--- src/rtl/wb_writer.sv ---
// Writeback driver: merges ALU results and load returns into one register-file write per cycle.
// Latency: ALU 1 cycle; load 1 cycle when the queue is empty and no ALU result competes, else 1 + queue wait.
// Backpressure: ALU results are never stalled; load returns stall via mem_ready when the load queue is full.
//
// Ports:
//   clk, rst                          clock and asynchronous active-high reset
//   ex_valid/ex_rd/ex_data            single-cycle ALU result (highest priority)
//   mem_valid/mem_ready/mem_rd/mem_data  load return handshake into the load queue
//   issue_load_en/issue_load_rd       decoder marks a destination as pending
//   rd_addr1/rd_addr2 -> rd_pend1/2   combinational pending-load lookups
//   wb_w_en/wb_w_addr/wb_w_data       registered register-file write port
//   lq_count                          load-queue occupancy
module wb_writer #(
  parameter int XLEN     = 32,
  parameter int LQ_DEPTH = 4
) (
  input  logic                       clk,
  input  logic                       rst,
  // ALU result
  input  logic                       ex_valid,
  input  logic [4:0]                 ex_rd,
  input  logic [XLEN-1:0]            ex_data,
  // load return
  input  logic                       mem_valid,
  output logic                       mem_ready,
  input  logic [4:0]                 mem_rd,
  input  logic [XLEN-1:0]            mem_data,
  // scoreboard interface
  input  logic                       issue_load_en,
  input  logic [4:0]                 issue_load_rd,
  input  logic [4:0]                 rd_addr1,
  input  logic [4:0]                 rd_addr2,
  output logic                       rd_pend1,
  output logic                       rd_pend2,
  // register-file write port
  output logic                       wb_w_en,
  output logic [4:0]                 wb_w_addr,
  output logic [XLEN-1:0]            wb_w_data,
  output logic [$clog2(LQ_DEPTH):0]  lq_count
);

  localparam int AW = $clog2(LQ_DEPTH);
  localparam logic [AW:0] DEPTH_C = LQ_DEPTH[AW:0];

  // ------------------------------------------------------------------
  // Load queue storage and pointers. Pointers are AW bits wide so they
  // wrap modulo LQ_DEPTH for free (depth is a power of two).
  // ------------------------------------------------------------------
  logic [4:0]      lq_rd_q   [LQ_DEPTH];
  logic [XLEN-1:0] lq_data_q [LQ_DEPTH];
  logic [AW-1:0]   wr_ptr_q, wr_ptr_d;
  logic [AW-1:0]   rd_ptr_q, rd_ptr_d;
  logic [AW:0]     count_q,  count_d;

  // Scoreboard of destinations with an outstanding load.
  logic [31:0]     pend_q, pend_d;

  // Output register.
  logic            wb_en_q,   wb_en_d;
  logic [4:0]      wb_addr_q, wb_addr_d;
  logic [XLEN-1:0] wb_data_q, wb_data_d;

  // Selection and queue control.
  logic            lq_empty;
  logic            mem_xfer;
  logic            bypass;
  logic            lq_push;
  logic            lq_pop;
  logic            sel_vld;
  logic            sel_load;
  logic [4:0]      sel_rd;
  logic [XLEN-1:0] sel_data;

  // mem_ready looks only at registered occupancy so the source never sees
  // a combinational path from its own valid or from the ALU side.
  assign mem_ready = (count_q != DEPTH_C);
  assign mem_xfer  = mem_valid && mem_ready;
  assign lq_empty  = (count_q == '0);

  // A load may skip the queue only when nothing older is waiting and the
  // ALU is not using the write port; otherwise it joins the tail so that
  // loads retire strictly in arrival order.
  assign bypass  = mem_xfer && !ex_valid && lq_empty;
  assign lq_push = mem_xfer && !bypass;

  // ------------------------------------------------------------------
  // Write-source priority: ALU, then queue head, then bypassing load.
  // ------------------------------------------------------------------
  always_comb begin
    sel_vld  = 1'b0;
    sel_load = 1'b0;
    sel_rd   = '0;
    sel_data = '0;
    lq_pop   = 1'b0;
    if (ex_valid) begin
      sel_vld  = 1'b1;
      sel_rd   = ex_rd;
      sel_data = ex_data;
    end else if (!lq_empty) begin
      sel_vld  = 1'b1;
      sel_load = 1'b1;
      sel_rd   = lq_rd_q[rd_ptr_q];
      sel_data = lq_data_q[rd_ptr_q];
      lq_pop   = 1'b1;
    end else if (mem_xfer) begin
      sel_vld  = 1'b1;
      sel_load = 1'b1;
      sel_rd   = mem_rd;
      sel_data = mem_data;
    end
  end

  // ------------------------------------------------------------------
  // Queue pointer / occupancy next state.
  // ------------------------------------------------------------------
  always_comb begin
    wr_ptr_d = wr_ptr_q;
    rd_ptr_d = rd_ptr_q;
    count_d  = count_q;
    if (lq_push) begin
      wr_ptr_d = wr_ptr_q + 1'b1;
    end
    if (lq_pop) begin
      rd_ptr_d = rd_ptr_q + 1'b1;
    end
    case ({lq_push, lq_pop})
      2'b10:   count_d = count_q + 1'b1;
      2'b01:   count_d = count_q - 1'b1;
      default: count_d = count_q;
    endcase
  end

  // ------------------------------------------------------------------
  // Scoreboard next state. The clear is applied first so that a new
  // issue to the same register on the same edge leaves it pending.
  // ------------------------------------------------------------------
  always_comb begin
    pend_d = pend_q;
    if (sel_load && (sel_rd != 5'd0)) begin
      pend_d[sel_rd] = 1'b0;
    end
    if (issue_load_en && (issue_load_rd != 5'd0)) begin
      pend_d[issue_load_rd] = 1'b1;
    end
    pend_d[0] = 1'b0;
  end

  // ------------------------------------------------------------------
  // Output register next state. Writes to x0 are consumed but never
  // presented; address/data only move when a real write is issued.
  // ------------------------------------------------------------------
  always_comb begin
    wb_en_d   = sel_vld && (sel_rd != 5'd0);
    wb_addr_d = wb_addr_q;
    wb_data_d = wb_data_q;
    if (wb_en_d) begin
      wb_addr_d = sel_rd;
      wb_data_d = sel_data;
    end
  end

  // ------------------------------------------------------------------
  // Sequential state.
  // ------------------------------------------------------------------
  always_ff @(posedge clk or posedge rst) begin
    if (rst) begin
      wr_ptr_q  <= '0;
      rd_ptr_q  <= '0;
      count_q   <= '0;
      pend_q    <= '0;
      wb_en_q   <= 1'b0;
      wb_addr_q <= '0;
      wb_data_q <= '0;
    end else begin
      wr_ptr_q  <= wr_ptr_d;
      rd_ptr_q  <= rd_ptr_d;
      count_q   <= count_d;
      pend_q    <= pend_d;
      wb_en_q   <= wb_en_d;
      wb_addr_q <= wb_addr_d;
      wb_data_q <= wb_data_d;
    end
  end

  // Queue payload needs no reset: an entry is only read once the
  // occupancy (which is reset) says it has been written.
  always_ff @(posedge clk) begin
    if (lq_push) begin
      lq_rd_q[wr_ptr_q]   <= mem_rd;
      lq_data_q[wr_ptr_q] <= mem_data;
    end
  end

  // ------------------------------------------------------------------
  // Outputs.
  // ------------------------------------------------------------------
  assign rd_pend1  = pend_q[rd_addr1];
  assign rd_pend2  = pend_q[rd_addr2];
  assign wb_w_en   = wb_en_q;
  assign wb_w_addr = wb_addr_q;
  assign wb_w_data = wb_data_q;
  assign lq_count  = count_q;

endmodule

--- config.mk ---
export PLATFORM = sky130hd
export DESIGN_NAME = wb_writer
export DESIGN_NICKNAME = d
export VERILOG_FILES = /design/src/rtl/wb_writer.sv
export SDC_FILE = /design/constraint.sdc
export NUM_CORES = 1
export LEC_CHECK = 0
export ABC_CLOCK_PERIOD_IN_PS = 2800
export BUFFER_PORTS_ARGS = -buffer_cell sky130_fd_sc_hd__buf_2
export CAP_MARGIN = 10
export CELL_PAD_IN_SITES_DETAIL_PLACEMENT = 0
export CELL_PAD_IN_SITES_GLOBAL_PLACEMENT = 1
export CORE_AREA = 2 2 171 173
export CTS_BUF_LIST = sky130_fd_sc_hd__clkbuf_4 sky130_fd_sc_hd__clkbuf_8
export DETAILED_ROUTE_END_ITERATION = 8
export DIE_AREA = 0 0 173 175
export GPL_TIMING_DRIVEN = 1
export PLACE_DENSITY = 0.65
export SLEW_MARGIN = 40
export SYNTH_ARGS = -nofsm -noshare
export SYNTH_HDL_FRONTEND = slang
export SYNTH_SLANG_ARGS = --single-unit
--- constraint.sdc ---
create_clock -name clk -period 2.8 [get_ports clk]
set_input_delay 0.42 -clock clk [delete_from_list [all_inputs] [get_ports clk]]
set_output_delay 0.42 -clock clk [all_outputs]
set_load 0.01 [all_outputs]
==> results.toml <==
[sta]
finClkSkew_ns = 0.0404
max_freq_mhz = 368
hold_viol_final = 0
rsz0062_at_grt = "no"
setup_viol = 0
max_slew_margin_pct = 66.8
fin_crit_sh_pct = 97.1
max_slew.worst_pin.slew_ns = 0.494
setup_tns_ns = 0
period_minus_slack_ns = 2.72
whs_ns = 0.103
slew_violations = 0

[critical_path]
max_stage_delay_ns = 0.49
rr_endpoint = "wb_w_data[30]"
crit_top_cell = "mux4_2"
critPathSlowestCell = "mux4_2"
rrSetupSlack_ns = 0.11
path_max_fanout = 3
cp_data_required_time_ns = 2.38
crit_chain = "mux4_2 > mux4_2 > mux2_2 > buf_2"
path_class = "register to output port"
rr_worst_depth = 7
timing.rr.start = "rd_ptr_q[0]"
critPathLaunch = "pend_q[31]"
crit_arrival_ns = 2.30
critPathLaunchType = "register"
endpoint_kind = "output port"

[global_routing]
grt_pass1_vias = 6597
grt_pass1_wl_microns = 37800
overflow = 0
antenna_found_initial = 6
grt_usage_pct = 16.1
grt_max_degree = 57

[yosys]
synth.ff_latch_count = 224
synthTopCellsByArea = "edfxtp_1, dfrtp_1, mux4_2"
netlist_instances = 643
ys.flop_type = "edfxtp_1"
synth-seq-area-share_pct = 64.9
yosysWarnings = 0
yosysTopAreaCell = "edfxtp_1"
synth_nets = 743
synth_top_area_share_pct = 45.4
async_reset_ff_share_pct = 33.9
ys_types = 38
synth-edff-count = 148
avgSynthCellArea_sq_um = 15.2
netlist_area_sq_um = 9780

[die]
core_area_sq_um = 28400
die_w_microns = 173
die_height_microns = 175
num_rows = 62
die_area_sq_um = 30300
start_util_pct = 34.4
io_pins = 138

[power_and_ir_drop]
fin_total_pwr_w = 0.0118
p_leak_nw = 4.62
p_per_area_nw_per_um2 = 988
ir_drop_mv = 0.473

[clock_tree]
cts_num_sinks = 224
clockBufferDepth = 3
clkSlewWorstSetupHoldPaths_ns = 0.06
cts_tree = "done"
clock-root-buffer = "clkbuf_8"
cts_made_buffers = 39
cts_max_level = 2
worstSkewPairLatency_ns = 0.54

[hold_path]
min_to = "lq_data_q[2][23]"
holdCritPathClass = "input port to register"
min_path_cells = 1
hp-start = "mem_data[23]"

[place]
dp_hpwl_microns = 15900
finalWeightedCongestion = 0.767
numPortBuffers = 137

[finish]
layout-drive-gt1-share_pct = 38.7
multi_input_area_sq_um = 3240
final_util_pct = 41.9
ff_latch_area_sq_um = 6350
area_growth_pct = 21.7
n_fill_cell = 2658
fin_nets = 913

[route]
wirelength_microns = 24200
wirelength_met1_microns = 11200
wl_met3_microns = 1520
first_pass_iters = 5
via_per_inst = 4.97
postRouteAntennaNets = 0
wl_per_cell_microns = 19.7
top_layer = "met5"
drt-initial-drc-count = 475
wl_met2_microns = 11000
num_vias = 6113
drcViolationCount = 0

[status]
status = "finished clean"

[job]
drv_cap = 0
cell families (layout without fill, tap and decap cells):
logic type / after synthesis / count (layout) / share of synthesized area, %
mux: 94 / 94 / 17.1
xor+xnor: 6 / 6 / 0.537
flops: 224 / 224 / 64.9
other cells: 0 / 1 / 0
fa+ha+maj: 6 / 6 / 0.844
buf+inv: 48 / 249 / 2.19
simple gates: 120 / 120 / 6.50
compound gates: 145 / 145 / 7.91
final cells by class:
type | count | area share (%)
Sequential cell | 224 | 53.3
Multi-Input combinational cell | 371 | 27.2
Timing Repair Buffer | 168 | 8.24
Clock buffer | 61 | 6.11
Tap cell | 384 | 4.04
Clock inverter | 11 | 0.757
Inverter | 9 | 0.294
Antenna cell | 1 | 0.0210
state kept, by name, indices dropped and copies added (netlist names):
name / flops
lq_count: 3
lq_data_q: 128
lq_rd_q: 20
pend_q: 31
rd_ptr_q: 2
wb_w_addr: 5
wb_w_data: 32
wb_w_en: 1
wr_ptr_q: 2
layout by cell type, fill, tap and decap left out, types with 4 or more instances in the layout:
cell type,Yosys,layout
edfxtp_1,148,148
buf_2,3,136
o21ai_0,94,94
dfrtp_1,76,74
mux4_2,55,55
nand2_1,46,46
clkbuf_8,0,43
a21oi_1,35,35
and3_1,34,34
buf_4,2,25
mux2_2,23,22
clkbuf_4,0,18
mux2_1,14,14
inv_1,9,8
nand3_1,7,7
nand3b_1,6,6
clkinv_1,0,6
a21o_1,5,5
ha_1,5,5
nor2_1,4,4
and2_2,0,4
buf_12,0,4
timing repair:
item	in CTS	in global routing
hold buffers	1	0
endpoints found under the hold margin	20	0
resized for setup	0	3
endpoints found under the setup margin	0	2
buffers inserted	0	0
Yosys cell counts (6+ instances only):
master    instances
and2_1            7
a21oi_1          35
edfxtp_1        148
mux4_2           55
dfrtp_1          76
o21ai_0          94
clkbuf_1         27
mux2_2           23
mux2_1           14
and3_1           34
nand3b_1          6
nand3_1           7
inv_1             9
nand2_1          46
routing by layer:
metal / up-vias / track usage [%]
li1: 2840 / -
met1: 3043 / 21.9
met2: 176 / 25.4
met3: 44 / 4.79
met4: 10 / 3.88
met5: - / 0
where the power goes:
part | switching [W] | internal, W | leakage (nW)
clock | 0.00134 | 0.00175 | 0.431
sequential | 0.000404 | 0.00449 | 2.26
combinational | 0.00196 | 0.00181 | 1.93
total | 0.00371 | 0.00805 | 4.62
how the worst max path moves through the flow:
stage / cells past startpoint / slack [ns] / end
finish: 4 / 0.08 / rd_pend2
global route: 6 / 0.003 / rd_pend2
CTS: 4 / 0.04 / rd_pend1
detailed placement: 7 / 0.08 / wb_w_data[24]
global placement: 7 / 0.12 / wb_w_data[24]
floorplan: 9 / 0.13 / wb_w_data[0]
worst max-delay path: cells and delay by family (launching register included):
kind	cells	cell delay, ns
multiplexers	3	1.23
flip-flops	1	0.39
buffers and inverters	1	0.14
per-stage QoR:
stage,instances,cell area [sq um],setup WS [ns]
floorplan,643,9780,0.130
global placement,1155,11100,0.122
detailed placement,1155,11100,0.0768
CTS,1228,11900,0.0404
global route,1228,11900,0.00349
finish,1229,11900,0.0811
No activity file was read; power rests on OpenSTA's default activity.
